### src/rtl/AHB_package.sv
// AHB_package: shared AHB-Lite encodings and bus bundles for the peripheral bridge port
//   mas_send_type : initiator -> bridge address/control/write data
//   slv_send_type : bridge -> initiator hreadyout/hresp/hrdata
//   ahbm_cmd_type : single-word command queued by ahb_peri_master
package AHB_package;

    localparam logic [1:0] HTRANS_IDLE   = 2'b00;
    localparam logic [1:0] HTRANS_NONSEQ = 2'b10;
    localparam logic [2:0] HSIZE_WORD    = 3'b010;
    localparam logic [2:0] HBURST_SINGLE = 3'b000;
    localparam logic [3:0] PERI_HPROT    = 4'b0011;

    typedef struct packed {
        logic [31:0] haddr;
        logic        hwrite;
        logic [2:0]  hsize;
        logic [2:0]  hburst;
        logic [3:0]  hprot;
        logic [1:0]  htrans;
        logic        hmastlock;
        logic        hready;
        logic [31:0] hwdata;
    } mas_send_type;

    typedef struct packed {
        logic        hreadyout;
        logic        hresp;
        logic [31:0] hrdata;
    } slv_send_type;

    typedef struct packed {
        logic        write;
        logic [31:0] addr;
        logic [31:0] wdata;
    } ahbm_cmd_type;

endpackage

### src/rtl/ahb_peri_master_pkg.sv
// ahb_peri_master_pkg: FSM state encodings and issue-beat builder for ahb_peri_master
package ahb_peri_master_pkg;

    import AHB_package::*;

    localparam logic [2:0] ST_IDLE  = 3'd0;
    localparam logic [2:0] ST_ISSUE = 3'd1;
    localparam logic [2:0] ST_WAIT  = 3'd2;
    localparam logic [2:0] ST_ERR2  = 3'd3;
    localparam logic [2:0] ST_RESP  = 3'd4;
    localparam logic [2:0] ST_GAP   = 3'd5;

    function automatic mas_send_type issue_beat(input ahbm_cmd_type c);
        mas_send_type m;
        m        = '0;
        m.haddr  = c.addr;
        m.hwrite = c.write;
        m.hwdata = c.wdata;
        m.htrans = HTRANS_NONSEQ;
        m.hsize  = HSIZE_WORD;
        m.hburst = HBURST_SINGLE;
        m.hprot  = PERI_HPROT;
        return m;
    endfunction

endpackage

### src/rtl/ahb_peri_master_fifo.sv
// sync_fifo: single-clock FIFO of any packed type with full/empty flags
//   ahb_clk, rst_n : clock, async active-low reset
//   push, din      : write when not full (or when full and popping in the same cycle)
//   pop, dout      : dout shows the head entry; pop advances it
//   full, empty    : occupancy flags, derived from the registered count
module sync_fifo #(
    parameter type T     = logic [7:0],
    parameter int  DEPTH = 2
) (
    input  logic ahb_clk,
    input  logic rst_n,
    input  logic push,
    input  logic pop,
    input  T     din,
    output T     dout,
    output logic full,
    output logic empty
);

    localparam int AW = $clog2(DEPTH);

    T               mem [DEPTH];
    logic [AW-1:0]  wp, rp;
    logic [AW:0]    count;
    logic           wr, rd;

    assign rd    = pop && !empty;
    assign wr    = push && (!full || rd);
    assign full  = count == (AW+1)'(DEPTH);
    assign empty = count == '0;
    assign dout  = mem[rp];

    // power-of-two depth lets the pointers wrap naturally
    always_ff @(posedge ahb_clk or negedge rst_n)
        if (!rst_n) begin
            wp    <= '0;
            rp    <= '0;
            count <= '0;
        end else begin
            if (wr) wp <= wp + AW'(1);
            if (rd) rp <= rp + AW'(1);
            count <= count + (AW+1)'(wr) - (AW+1)'(rd);
        end

    always_ff @(posedge ahb_clk)
        if (wr) mem[wp] <= din;

endmodule

### src/rtl/ahb_peri_master.sv
// ahb_peri_master: AHB-Lite single-transfer initiator for the AHB-to-APB bridge port
//   ahb_clk, rst_n                  : clock, async active-low reset
//   cmd_valid/ready/write/addr/wdata: command input, buffered in a FIFO
//   rsp_valid/ready/rdata/err/timeout: response output, one per command, in order
//   hsel_peri, peri_out, peri_in    : bridge select pulse and bus bundles
//   busy                            : transfer in flight or command queued
module ahb_peri_master
    import AHB_package::*, ahb_peri_master_pkg::*;
#(
    parameter int FIFO_DEPTH = 2,
    parameter int TIMEOUT    = 255,
    parameter int TURNAROUND = 2
) (
    input  logic                      ahb_clk,
    input  logic                      rst_n,
    input  logic                      cmd_valid,
    output logic                      cmd_ready,
    input  logic                      cmd_write,
    input  logic [31:0]               cmd_addr,
    input  logic [31:0]               cmd_wdata,
    output logic                      rsp_valid,
    input  logic                      rsp_ready,
    output logic [31:0]               rsp_rdata,
    output logic                      rsp_err,
    output logic                      rsp_timeout,
    output logic                      hsel_peri,
    output AHB_package::mas_send_type peri_out,
    input  AHB_package::slv_send_type peri_in,
    output logic                      busy
);

    logic [2:0]   state;
    logic [7:0]   cnt;
    logic         full, empty, pop;
    ahbm_cmd_type head, cmd_in;
    logic         in_wait, in_err2, last, gap_last;
    logic         ok_done, err_done, go_err2, tmo;

    assign cmd_in    = {cmd_write, cmd_addr, cmd_wdata};
    assign cmd_ready = !full;
    assign pop       = state == ST_IDLE && !empty && !rsp_valid;
    assign busy      = state != ST_IDLE || !empty;

    sync_fifo #(.T(ahbm_cmd_type), .DEPTH(FIFO_DEPTH)) u_fifo (
        .ahb_clk (ahb_clk),
        .rst_n   (rst_n),
        .push    (cmd_valid && cmd_ready),
        .pop     (pop),
        .din     (cmd_in),
        .dout    (head),
        .full    (full),
        .empty   (empty)
    );

    // cnt counts data-phase cycles in WAIT/ERR2 and turnaround cycles in GAP
    assign in_wait  = state == ST_WAIT;
    assign in_err2  = state == ST_ERR2;
    assign last     = int'(cnt) + 1 >= TIMEOUT;
    assign gap_last = int'(cnt) + 1 >= TURNAROUND;
    assign ok_done  = in_wait && peri_in.hreadyout && !peri_in.hresp;
    assign err_done = (in_wait && peri_in.hreadyout && peri_in.hresp) || (in_err2 && peri_in.hreadyout);
    assign tmo      = (in_wait || in_err2) && !peri_in.hreadyout && last;
    assign go_err2  = in_wait && peri_in.hresp && !peri_in.hreadyout && !last;

    always_ff @(posedge ahb_clk or negedge rst_n)
        if (!rst_n) begin
            state       <= ST_IDLE;
            cnt         <= '0;
            hsel_peri   <= 1'b0;
            peri_out    <= '0;
            rsp_valid   <= 1'b0;
            rsp_rdata   <= '0;
            rsp_err     <= 1'b0;
            rsp_timeout <= 1'b0;
        end else begin
            case (state)
                ST_IDLE:
                    if (pop) begin
                        state     <= ST_ISSUE;
                        hsel_peri <= 1'b1;
                        peri_out  <= issue_beat(head);
                    end
                ST_ISSUE: begin
                    state     <= ST_WAIT;
                    hsel_peri <= 1'b0;
                    cnt       <= '0;
                end
                ST_WAIT, ST_ERR2:
                    if (ok_done || err_done || tmo) begin
                        state       <= ST_RESP;
                        peri_out    <= '0;
                        rsp_valid   <= 1'b1;
                        rsp_rdata   <= (ok_done && !peri_out.hwrite) ? peri_in.hrdata : '0;
                        rsp_err     <= !ok_done;
                        rsp_timeout <= tmo;
                    end else begin
                        if (go_err2) state <= ST_ERR2;
                        cnt <= cnt + 8'd1;
                    end
                ST_RESP:
                    if (rsp_ready) begin
                        state     <= ST_GAP;
                        rsp_valid <= 1'b0;
                        cnt       <= '0;
                    end
                ST_GAP:
                    if (gap_last) state <= ST_IDLE;
                    else cnt <= cnt + 8'd1;
                default: state <= ST_IDLE;
            endcase
        end

endmodule

### config.mk
export PLATFORM = sky130hd
export DESIGN_NAME = ahb_peri_master
export DESIGN_NICKNAME = d
export VERILOG_FILES = /design/src/rtl/AHB_package.sv /design/src/rtl/ahb_peri_master_pkg.sv /design/src/rtl/ahb_peri_master_fifo.sv /design/src/rtl/ahb_peri_master.sv
export SDC_FILE = /design/constraint.sdc
export NUM_CORES = 1
export LEC_CHECK = 0
export ABC_AREA = 1
export CAP_MARGIN = 30
export CORE_AREA = 3 3 137 152
export CTS_CLUSTER_SIZE = 30
export DETAILED_ROUTE_END_ITERATION = 16
export DIE_AREA = 0 0 140 155
export GPL_TIMING_DRIVEN = 0
export PLACE_DENSITY_LB_ADDON = 0.3
export SYNTH_ARGS = -nofsm -noshare
export SYNTH_HDL_FRONTEND = slang
export SYNTH_SLANG_ARGS = --single-unit
### constraint.sdc
create_clock -name ahb_clk -period 5.47 [get_ports ahb_clk]
set_input_delay 1.094 -clock ahb_clk [delete_from_list [all_inputs] [get_ports ahb_clk]]
set_output_delay 1.094 -clock ahb_clk [all_outputs]
set_load 0.005 [all_outputs]
# Yosys cells after proc, flatten, opt, wreduce, memory -nomap -nowiden
# Memory sizes are Yosys's and may differ from the RTL's.
# Index checks and enable logic that the tools add are counted.
# totals
ram_bits,130
mem_count,1
word_cells,105
ff_bits,130
# mem_list
memory,words,word_bits,rd,rd_clocked_by_memory_dff,wr,line,text
u_fifo.mem,2,65,1,0,1,ahb_peri_master_fifo.sv:22,T mem [DEPTH];
# classes
muxes,21
reduce_logical,43
n_eq_ne,13
order_cmp,2
n_addsub,6
# ops
cell,n
two-way mux 79 bit,2
case mux 79 bit (2 select lines),1
">= comparator 32 x 9 -> 1 bit, second input constant",1
two-way mux 32 bit,1
case mux 8 bit (4 select lines),1
two-way mux 8 bit,3
logical AND 1 bit,15
two-way mux 3 bit,5
case mux 3 bit (5 select lines),1
"!= test 2 bit, second input constant",5
"adder 8 x 1 -> 9 bit, second input constant",1
">= comparator 9 x 2 -> 1 bit, second input constant",1
"adder 8 x 1 -> 8 bit, second input constant",1
zero test 1 bit,8
AND reduction 4 bit,2
"equality test 3 x 2 -> 1 bit, second input constant",2
"equality test 3 bit, second input constant",2
logical OR 1 bit,6
AND reduction 3 bit,2
nonzero test 2 bit,3
two-way mux 1 bit,5
case mux 1 bit (2 select lines),2
AND reduction 2 bit,2
nonzero test 4 bit,1
11 further kinds,12

# Logic depth before layout (Yosys ltp)
# Gate-level depths: netlist of the first run.
# logic_depth
word_depth,9
mapped_depth,13

# Cells and area by module
# A second synthesis of the first run with hierarchy kept.
# unflattened
cells_unflattened,958
area_unflattened_um2,9781.9
# by_module_without_submodules
module,cells_each,seq_area_each_um2,area_each_um2,instances
sync_fifo,377,4003.8,4961.0,1
ahb_peri_master,581,2827.7,4820.9,1

# Worst setup path before layout of the first run
# No wires, ideal clock.
# synth_timing
path_type,input-to-reg
start,input port cmd_valid
end,"memory u_fifo.mem[1][0] in the netlist's numbering, enable pin"
required_time_ns,4.980
slack_ns,1.061
path_buffers,0
cell_stages,2
arrival_ns,3.919
setup_ns,0.490
path_cell_list,nand2_1 > nor2_1
# synth_via
elab_chain_cells,4
# synth_lines
item,line,text
"start, declared",ahb_peri_master.sv:16,"input logic cmd_valid,"
logical AND 1 bit,ahb_peri_master.sv:47,".push (cmd_valid && cmd_ready),"
logical AND 1 bit,ahb_peri_master_fifo.sv:28,assign wr = push && (!full || rd);
two-way mux 1 bit,ahb_peri_master_fifo.sv:46,if (wr) mem[wp] <= din;
two-way mux 1 bit (not written as such),ahb_peri_master_fifo.sv:46,
"end, declared",ahb_peri_master_fifo.sv:22,
# Every way passes these cells.

# Worst setup path in the final report of the first run
# layout_timing
start,register state[0]
end,output port busy
# layout_via
elab_chain_cells,2
# layout_lines
item,line,text
"start, declared",ahb_peri_master.sv:32,logic [2:0] state;
"start signal, assigned",ahb_peri_master.sv:67,state <= ST_IDLE;
"start signal, assigned",ahb_peri_master.sv:79,state <= ST_ISSUE;
"start signal, assigned",ahb_peri_master.sv:84,state <= ST_WAIT;
nonzero test 3 bit,ahb_peri_master.sv:42,assign busy = state != ST_IDLE || !empty;
logical OR 1 bit,ahb_peri_master.sv:42,
"end, declared",ahb_peri_master.sv:29,output logic busy
# Every way passes these cells.

==> flow_metrics.py, run 1 <==
metrics = {
    "synthesis": {
        "synth-edff-count": 130,
        "syn_inst": 815,
        "synth_warnings": 0,
        "yosysMostFrequentCell": "nand2_1",
        "ys_ff_latch": 247,
        "synthArstFlopShare_pct": 47.37,
        "synthesis.area_um2": 9597,
        "synthTopCellsByArea": "edfxtp_1 41%, dfrtp_1 31%, nand2_1 9.6%",
        "synth_common_cells": "245 x nand2_1, 130 x edfxtp_1, 117 x dfrtp_1",
        "synth.avg_cell_area_um2": 11.78,
        "synth_top_cell_area_share_pct": 40.68,
        "yosysSeqAreaShare_pct": 71.19,
        "synth-main-ff-cell": "edfxtp_1",
        "yosysUniqueCellTypes": 31,
        "netlist.top_cell.by_area": "edfxtp_1",
    },
    "power": {
        "vdd_drop_max_v": 0.0003547,
        "powerDensity_nw_per_um2": 549.0,
        "p_leak_nw": 5.871,
    },
    "sta": {
        "hold_viol_final": 0,
        "worst_pin_slew_ns": 0.7791,
        "rsz0062_at_grt": "no",
        "fin_crit_ns": 3.072,
        "relSlewSlack_pct": 47.94,
        "clock_skew_ns": 0.008818,
        "setup_viol": 0,
        "drv_slew": 0,
        "fmaxAchievable_mhz": 325.5,
        "post-route-period-util_pct": 56.17,
    },
    "critical_path": {
        "crit_arrival_ns": 1.98,
        "worstPathMaxFanout": 5,
        "end_kind": "primary output",
        "cp-start-kind": "flip-flop",
        "critPathKind": "flip-flop to primary output",
        "crit_required_ns": 4.38,
    },
    "floorplanning": {
        "die_area_um2": 21700,
        "core_um2": 19230,
        "die_x_um": 140,
        "initial_core_util_pct": 49.90,
        "num_io_pins": 220,
        "fp.dieH_um": 155,
        "num_rows": 53,
    },
    "placement": {
        "gp_congestion": 0.8234,
        "io_buffers": 209,
        "dpl_cell_area_um2": 12170,
        "numPlacedInstances": 1285,
        "hpwlAfterDp_um": 15320,
    },
    "flow_run": {
        "maxCapViolations": 0,
    },
    "run_status": {
        "outcome": "complete, no violations",
    },
    "route": {
        "drt_iter0_drc": 348,
        "wl_per_cell_um": 16.94,
        "num_vias": 6748,
        "wl_um": 22530,
        "vias_per_cell": 5.074,
        "route.detailed.drc": 0,
        "ant_nets": 0,
        "first_pass_iters": 5,
    },
    "layout": {
        "drive_above_1_share_pct": 7.110,
        "stdcell_count": 1330,
        "nNetsFinal": 1173,
        "final_area_um2": 12960,
        "fin_util_pct": 67.37,
        "syn2layout_area_growth_pct": 35.01,
        "diodes": 0,
    },
    "worst_hold_path": {
        "hp-class": "flip-flop to flip-flop",
    },
    "global_routing": {
        "first_global_vias": 6855,
        "grt_pass1_wl_um": 35800,
        "grt_use_total_pct": 20.35,
        "antenna_found_initial": 0,
        "grt_max_degree": 71,
        "overflow": 0,
    },
    "clocking": {
        "hold_buffers": 0,
        "ctsResizeCount": 0,
        "clockRootBuffer": "clkbuf_16",
        "cts_setup_buffers": 0,
        "clkSinkCount": 247,
        "numCtsBuffers": 25,
        "htree_num_levels": 1,
        "cts_tree": "built",
        "clk_pin_slew_ns": 0.06,
        "clockBufferDepth": 3,
        "clk_latency_ns": 0.50,
    },
}
registers in the layout, summed over array words and instances, names as in the netlist:
signal and count:
cnt 8, hsel_peri 1, peri_out 66, rsp_err 1, rsp_rdata 32, rsp_timeout 1, rsp_valid 1, state 3
u_fifo.count 2, u_fifo.mem 130, u_fifo.rp 1, u_fifo.wp 1
worst paths after layout:
kind,startpoint,endpoint,slack [ns],cells after the start
min in group asynchronous,rst_n,peri_out[4]$_DFFE_PN0P_,0.55,1
max reg2reg,cnt[0]$_DFFE_PN0P_,peri_out[54]$_DFFE_PN0P_,3.32,12
max,state[0]$_DFFE_PN0P_,busy,2.40,4
min,rsp_rdata[28]$_DFFE_PN0P_,rsp_rdata[28]$_DFFE_PN0P_,0.47,2
min reg2reg,rsp_rdata[28]$_DFFE_PN0P_,rsp_rdata[28]$_DFFE_PN0P_,0.47,2
max in group asynchronous,rst_n,peri_out[27]$_DFFE_PN0P_,4.20,2
area by class of cell:
cell class	count	area [um2]
fillers	1445	6275
inverters	26	97.59
clock inverters	7	60.06
repair buffers	214	2216
flip-flops and latches	247	6832
well taps	247	309.0
multi-input cells	500	2427
clock buffers	38	725.7
plain buffers	51	289.0
report_power, final:
| group | internal, mW | switching [mW] | leakage (nW) |
|---|---|---|---|
| clock | 0.959 | 0.669 | 0.382 |
| sequential | 2.61 | 0.287 | 2.76 |
| combinational | 1.26 | 1.32 | 2.73 |
| total | 4.84 | 2.28 | 5.87 |
cell usage in the layout (no fill, tap or decap), types with 2 or more instances in the layout:
cell | netlist | final
a21o_1 | 65 | 65
a21oi_1 | 70 | 70
buf_12 | 0 | 2
buf_16 | 0 | 3
buf_2 | 6 | 6
buf_4 | 14 | 14
buf_6 | 5 | 6
clkbuf_1 | 25 | 34
clkbuf_16 | 0 | 26
clkbuf_8 | 0 | 3
clkdlybuf4s50_1 | 0 | 208
clkinv_1 | 0 | 2
clkinv_2 | 0 | 3
conb_1 | 1 | 10
dfrtp_1 | 117 | 117
edfxtp_1 | 130 | 130
ha_1 | 5 | 5
inv_1 | 25 | 25
nand2_1 | 245 | 245
nand2_2 | 3 | 3
nand3_1 | 52 | 52
nand3_2 | 2 | 2
nand4_1 | 2 | 2
nor2_1 | 29 | 27
nor2_4 | 1 | 3
o21ai_0 | 3 | 3
o21bai_1 | 3 | 3
xnor2_1 | 2 | 2
stage by stage:
step	total power [mW]	setup slack [ns]	setup TNS, ns	hold WS (ns)
final	7.113	2.398	0	0.4695
after global routing	7.549	2.295	0	0.4929
after CTS	7.196	2.384	0	0.4728
after detailed placement	5.542	2.255	0	0.4586
after global placement	5.446	-1.658	-354.95	0.4527
after floorplan	4.159	1.061	0	0.4581
critical path, cell delays in order (launching register included):
cell and delay [ns]:
dfrtp_1 0.41, nor2_1 0.13, nand2_1 0.15, or3_1 0.33, clkdlybuf4s50_1 0.46
cell families after synthesis:
| kind of cell | after synthesis | synth area share (%) |
|---|---|---|
| adder cells (fa/ha/maj) | 5 | 0.6519 |
| buffers and inverters | 77 | 4.029 |
| other | 1 | 0.03908 |
| flip-flops | 247 | 71.19 |
| XOR/XNOR | 3 | 0.2738 |
| AND/OR/NAND/NOR | 339 | 14.45 |
| AO/OA/AOI/OAI | 143 | 9.374 |
per-layer routing:
| metal | track usage (%) | vias up | part of all wire, % |
|---|---|---|---|
| met5 | 0 | - | 0 |
| met4 | 3.599 | 0 | 1.1 |
| met3 | 6.579 | 24 | 9.0 |
| met2 | 35.71 | 224 | 50 |
| met1 | 25.13 | 3243 | 39 |
| li1 | - | 3257 | - |
No activity file was read; power rests on OpenSTA's default activity.
==> run 2: changes to the inputs <==
--- a/config.mk
+++ b/config.mk
@@ -7,10 +7,10 @@
 export LEC_CHECK = 0
 export ABC_AREA = 1
 export CAP_MARGIN = 30
-export CORE_AREA = 3 3 137 152
+export CORE_AREA = 3 3 144 160
 export CTS_CLUSTER_SIZE = 30
 export DETAILED_ROUTE_END_ITERATION = 16
-export DIE_AREA = 0 0 140 155
+export DIE_AREA = 0 0 147 163
 export GPL_TIMING_DRIVEN = 0
 export PLACE_DENSITY_LB_ADDON = 0.3
 export SYNTH_ARGS = -nofsm -noshare
==> constraint.sdc (replaced) <==
create_clock -name ahb_clk -period 2.6 [get_ports ahb_clk]
set_input_delay 0.52 -clock ahb_clk [delete_from_list [all_inputs] [get_ports ahb_clk]]
set_output_delay 0.52 -clock ahb_clk [all_outputs]
set_load 0.005 [all_outputs]
==> run 2 against run 1 <==
Net effect: register-to-register slack lost 2.9 ns; non-clock buffer count rose by 1; sequential power rose by 110%; final cell count up 3.3%; die area up 10%; clock-buffer cell count shrank 3; total power up 110%; highest routed layer is now met5; utilization decreased by 6.6 points; critical path type unchanged.
==> flow_metrics.py, run 2 (synthesis results as in run 1) <==
metrics = {
    "clocking": {
        "clk_pin_slew_ns": 0.06,
        "clkSinkCount": 247,
        "clockBufferDepth": 3,
        "cts_setup_buffers": 0,
        "clk_latency_ns": 0.52,
        "numCtsBuffers": 25,
        "htree_num_levels": 1,
        "clockRootBuffer": "clkbuf_16",
        "cts_tree": "built",
    },
    "floorplanning": {
        "fp.dieH_um": 163,
        "num_io_pins": 220,
        "core_um2": 21440,
        "die_area_um2": 23960,
        "die_x_um": 147,
        "num_rows": 56,
        "initial_core_util_pct": 44.76,
    },
    "layout": {
        "diodes": 0,
        "nNetsFinal": 1174,
        "syn2layout_area_growth_pct": 35.80,
        "stdcell_count": 1374,
        "final_cell_mix": "244 x nand2_1, 208 x clkdlybuf4s50_1, 130 x edfxtp_1",
        "largest_reg_flops": 130,
        "top_register": "u_fifo.mem",
        "fin_util_pct": 60.78,
        "reg_top3": "u_fifo.mem x130, peri_out x66, rsp_rdata x32",
        "n_fill_cell": 1745,
        "drive_above_1_share_pct": 7.288,
        "final_common_cell": "nand2_1",
    },
    "power": {
        "p_leak_nw": 5.883,
        "powerDensity_nw_per_um2": 1154,
        "vdd_drop_max_v": 0.0006255,
        "power_mw": 15.04,
    },
    "sta": {
        "relSlewSlack_pct": 57.46,
        "holdWs_ns": 0.4707,
        "setup_viol": 0,
        "hold_viol_final": 0,
        "worst_pin_slew_ns": 0.6366,
        "drv_slew": 0,
        "fin_crit_ns": 2.471,
        "fmaxAchievable_mhz": 404.7,
        "clock_skew_ns": 0.01783,
        "post-route-period-util_pct": 95.03,
        "rsz0062_at_grt": "no",
    },
    "placement": {
        "io_buffers": 209,
        "numPlacedInstances": 1328,
        "hpwlAfterDp_um": 15240,
        "gp_congestion": 0.7949,
    },
    "critical_path": {
        "worstPathMaxFanout": 5,
        "crit_required_ns": 2.08,
        "crit_arrival_ns": 1.95,
        "startpoint": "state[0]$_DFFE_PN0P_",
        "end_kind": "primary output",
        "cp-start-kind": "flip-flop",
        "critPathKind": "flip-flop to primary output",
        "rr_startpoint": "cnt[0]$_DFFE_PN0P_",
    },
    "route": {
        "first_pass_iters": 4,
        "wl_um": 22320,
        "wl_per_cell_um": 16.24,
        "num_vias": 6780,
        "drt_iter0_drc": 325,
        "route.detailed.drc": 0,
        "ant_nets": 0,
        "vias_per_cell": 4.934,
    },
    "flow_run": {
        "maxCapViolations": 0,
    },
    "worst_hold_path": {
        "hp-class": "flip-flop to flip-flop",
        "hold_start": "rsp_rdata[24]$_DFFE_PN0P_",
    },
    "global_routing": {
        "grt_use_total_pct": 18.33,
        "grt_max_degree": 61,
        "overflow": 0,
        "grt_pass1_wl_um": 35480,
        "first_global_vias": 6737,
        "antenna_found_initial": 1,
    },
    "run_status": {
        "outcome": "complete, no violations",
    },
}
## run 2: cell type report
cell class,count,area (um2),area share (%)
clock inverters,10,125.1,0.9601
clock buffers,35,683.2,5.242
well taps,290,362.8,2.784
flip-flops and latches,247,6832,52.42
repair buffers,215,2211,16.96
multi-input cells,500,2432,18.66
inverters,26,97.59,0.7488
plain buffers,51,289.0,2.218
## run 2: repair_timing
item                       4_1_cts  5_1_grt
setup endpoints to repair        0        1
gates resized for setup          0        2
hold buffers                     1        0
hold endpoints to repair        56        0
## run 2: path summary, 6_finish.rpt
| kind | cells after the start | slack (ns) | endpoint |
|---|---|---|---|
| min in group asynchronous | 2 | 0.54 | rsp_rdata[8]$_DFFE_PN0P_ |
| min | 2 | 0.47 | rsp_rdata[24]$_DFFE_PN0P_ |
| max in group asynchronous | 3 | 1.34 | peri_out[60]$_DFFE_PN0P_ |
| min reg2reg | 2 | 0.47 | rsp_rdata[24]$_DFFE_PN0P_ |
| max | 4 | 0.13 | busy |
| max reg2reg | 12 | 0.43 | peri_out[76]$_DFFE_PN0P_ |
## run 2: metrics by stage
| step | setup TNS, ns | setup WS, ns | area [um2] |
|---|---|---|---|
| 6_report | 0 | 0.1291 | 13030 |
| 5_1_grt | 0 | 0.008161 | 13030 |
| 4_1_cts | 0 | 0.03419 | 13030 |
| 3_5_place_dp | 0 | 0.2836 | 12210 |
| 3_3_place_gp | -717.58 | -4.177 | 12090 |
| 2_1_floorplan | -18.15 | -0.1489 | 9635 |
## run 2: power breakdown
| part | internal [mW] | switching (mW) | total, mW |
|---|---|---|---|
| Combinational | 2.64 | 2.76 | 5.40 |
| Sequential | 5.50 | 0.601 | 6.10 |
| Clock | 2.12 | 1.41 | 3.54 |
## run 2: per-layer routing
metal  track usage, %  routed length [um]
met2            31.75               10920
met3            6.429                2055
met4            3.644                 288
met5                0                  13
met1            22.47                9041
## run 2: worst max-delay path, stage by stage (launching register included)
cell and delay, ns:
dfrtp_1 0.42, nor2_2 0.14, nand2_2 0.11, or3_1 0.32, clkdlybuf4s50_1 0.45
==> run 3: changes to the inputs <==
--- a/config.mk
+++ b/config.mk
@@ -7,10 +7,10 @@
 export LEC_CHECK = 0
 export ABC_AREA = 1
 export CAP_MARGIN = 30
-export CORE_AREA = 3 3 144 160
+export CORE_AREA = 3 3 132 146
 export CTS_CLUSTER_SIZE = 30
 export DETAILED_ROUTE_END_ITERATION = 16
-export DIE_AREA = 0 0 147 163
+export DIE_AREA = 0 0 135 149
 export GPL_TIMING_DRIVEN = 0
 export PLACE_DENSITY_LB_ADDON = 0.3
 export SYNTH_ARGS = -nofsm -noshare
==> constraint.sdc (replaced) <==
create_clock -name ahb_clk -period 2.95 [get_ports ahb_clk]
set_input_delay 0.59 -clock ahb_clk [delete_from_list [all_inputs] [get_ports ahb_clk]]
set_output_delay 0.59 -clock ahb_clk [all_outputs]
set_load 0.005 [all_outputs]
==> run 3 against run 2 <==
Net effect: setup slack gained 0.26 ns; combinational power is 11% lower; clock skew fell by 0.0058 ns; sequential share of layout area up 0.22 points; clock power is 12% lower; global-route usage up 3.8 points; sequential power fell by 11%; via count rose by 0.12%; critical path type unchanged; critical endpoint unchanged; largest cell class unchanged.
==> flow_metrics.py, run 3 (synthesis results as in run 1) <==
metrics = {
    "clocking": {
        "htree_num_levels": 1,
        "cts_setup_buffers": 0,
        "clockBufferDepth": 3,
        "clk_pin_slew_ns": 0.06,
        "clockRootBuffer": "clkbuf_16",
        "numCtsBuffers": 25,
        "clkSinkCount": 247,
        "ctsResizeCount": 0,
        "cts_tree": "built",
        "clk_latency_ns": 0.50,
        "hold_buffers": 0,
    },
    "route": {
        "wl_um": 22390,
        "wl_per_cell_um": 16.94,
        "first_pass_iters": 5,
        "drt_iter0_drc": 346,
        "ant_nets": 0,
        "vias_per_cell": 5.135,
        "num_vias": 6788,
        "route.detailed.drc": 0,
    },
    "critical_path": {
        "worstReg2RegEnd": "peri_out[53]$_DFFE_PN0P_",
        "crit_arrival_ns": 1.97,
        "cp-start-kind": "flip-flop",
        "rr_startpoint": "cnt[0]$_DFFE_PN0P_",
        "rrSetupSlack_ns": 0.83,
        "startpoint": "state[0]$_DFFE_PN0P_",
        "worstPathMaxFanout": 5,
        "critPathCapture": "busy",
        "crit_required_ns": 2.36,
        "end_kind": "primary output",
        "r2r_cells": 12,
        "critPathKind": "flip-flop to primary output",
    },
    "global_routing": {
        "grt_max_degree": 61,
        "overflow": 0,
        "grt_use_total_pct": 22.15,
        "first_global_vias": 7062,
        "grt_pass1_wl_um": 35400,
        "antenna_found_initial": 0,
    },
    "layout": {
        "reg_top3": "u_fifo.mem x130, peri_out x66, rsp_rdata x32",
        "final_cell_mix": "245 x nand2_1, 208 x clkdlybuf4s50_1, 130 x edfxtp_1",
        "final_area_um2": 12980,
        "top_register": "u_fifo.mem",
        "n_fill_cell": 1189,
        "largest_reg_flops": 130,
        "nNetsFinal": 1173,
        "final_common_cell": "nand2_1",
        "syn2layout_area_growth_pct": 35.23,
        "multi_input_area_um2": 2427,
        "fin_util_pct": 72.89,
        "seqCellArea_um2": 6832,
        "stdcell_count": 1322,
        "drive_above_1_share_pct": 7.479,
    },
    "placement": {
        "io_buffers": 209,
        "numPlacedInstances": 1276,
        "hpwlAfterDp_um": 15400,
        "gp_congestion": 0.8458,
        "dpl_cell_area_um2": 12160,
    },
    "power": {
        "vdd_drop_max_v": 0.0006201,
        "p_leak_nw": 5.890,
        "powerDensity_nw_per_um2": 1026,
    },
    "flow_run": {
        "maxCapViolations": 0,
    },
    "sta": {
        "setup_viol": 0,
        "holdWs_ns": 0.05019,
        "worst_pin_slew_ns": 0.7434,
        "drv_slew": 0,
        "relSlewSlack_pct": 50.32,
        "hold_viol_final": 0,
        "post-route-period-util_pct": 86.72,
        "fin_crit_ns": 2.558,
        "fmaxAchievable_mhz": 390.9,
        "rsz0062_at_grt": "no",
        "clock_skew_ns": 0.01205,
    },
    "floorplanning": {
        "die_area_um2": 20120,
        "num_rows": 51,
        "fp.dieH_um": 149,
        "die_x_um": 135,
        "initial_core_util_pct": 53.90,
        "core_um2": 17800,
        "num_io_pins": 220,
    },
    "worst_hold_path": {
        "hp-class": "primary input to asynchronous set/reset pin",
    },
    "run_status": {
        "outcome": "complete, no violations",
    },
}
run 3: power breakdown:
group	switching (mW)	internal, mW
Sequential	0.548	4.85
Combinational	2.46	2.34
Clock	1.24	1.88
run 3: how the worst min path moves through the flow:
| stage | to | slack [ns] | depth (start not counted) |
|---|---|---|---|
| detailed placement | rsp_rdata[29]$_DFFE_PN0P_ | 0.46 | 2 |
| floorplan | cnt[0]$_DFFE_PN0P_ | 0.29 | 0 |
| global route | u_fifo.count[1]$_DFF_PN0_ | 0.09 | 1 |
| CTS | u_fifo.count[1]$_DFF_PN0_ | 0.07 | 1 |
| finish | u_fifo.count[1]$_DFF_PN0_ | 0.05 | 1 |
| global placement | rsp_rdata[29]$_DFFE_PN0P_ | 0.45 | 2 |
run 3: layout make-up:
cell class,count,share of cell area [%]
clock inverter,11,1.051
sequential,247,52.64
timing repair buffer,214,17.07
multi-input combinational,500,18.70
inverter,26,0.7520
antenna,1,0.01928
clock buffer,34,5.235
tap,238,2.295
buffer,51,2.227
run 3: worst max-delay path, cell delays in order, from the launching register on:
cell             delay, ns
dfrtp_1               0.41
nor2_1                0.13
nand2_1               0.15
or3_1                 0.33
clkdlybuf4s50_1       0.45
run 3: stage by stage:
| step | power (mW) | setup slack, ns | TNS, ns |
|---|---|---|---|
| after floorplan | 7.696 | 0.1311 | 0 |
| final | 13.32 | 0.3917 | 0 |
| after global routing | 14.10 | 0.3024 | 0 |
| after CTS | 13.44 | 0.3786 | 0 |
| after detailed placement | 10.28 | 0.2937 | 0 |
| after global placement | 10.03 | -3.534 | -591.31 |
run 3: per-layer routing:
| metal | vias up | global-route usage [%] | part of all wire [%] |
|---|---|---|---|
| met5 | - | 0 | 0 |
| li1 | 3237 | - | - |
| met1 | 3294 | 26.15 | 38 |
| met3 | 26 | 6.579 | 8.9 |
| met4 | 0 | 5.544 | 1.5 |
| met2 | 231 | 39.84 | 51 |
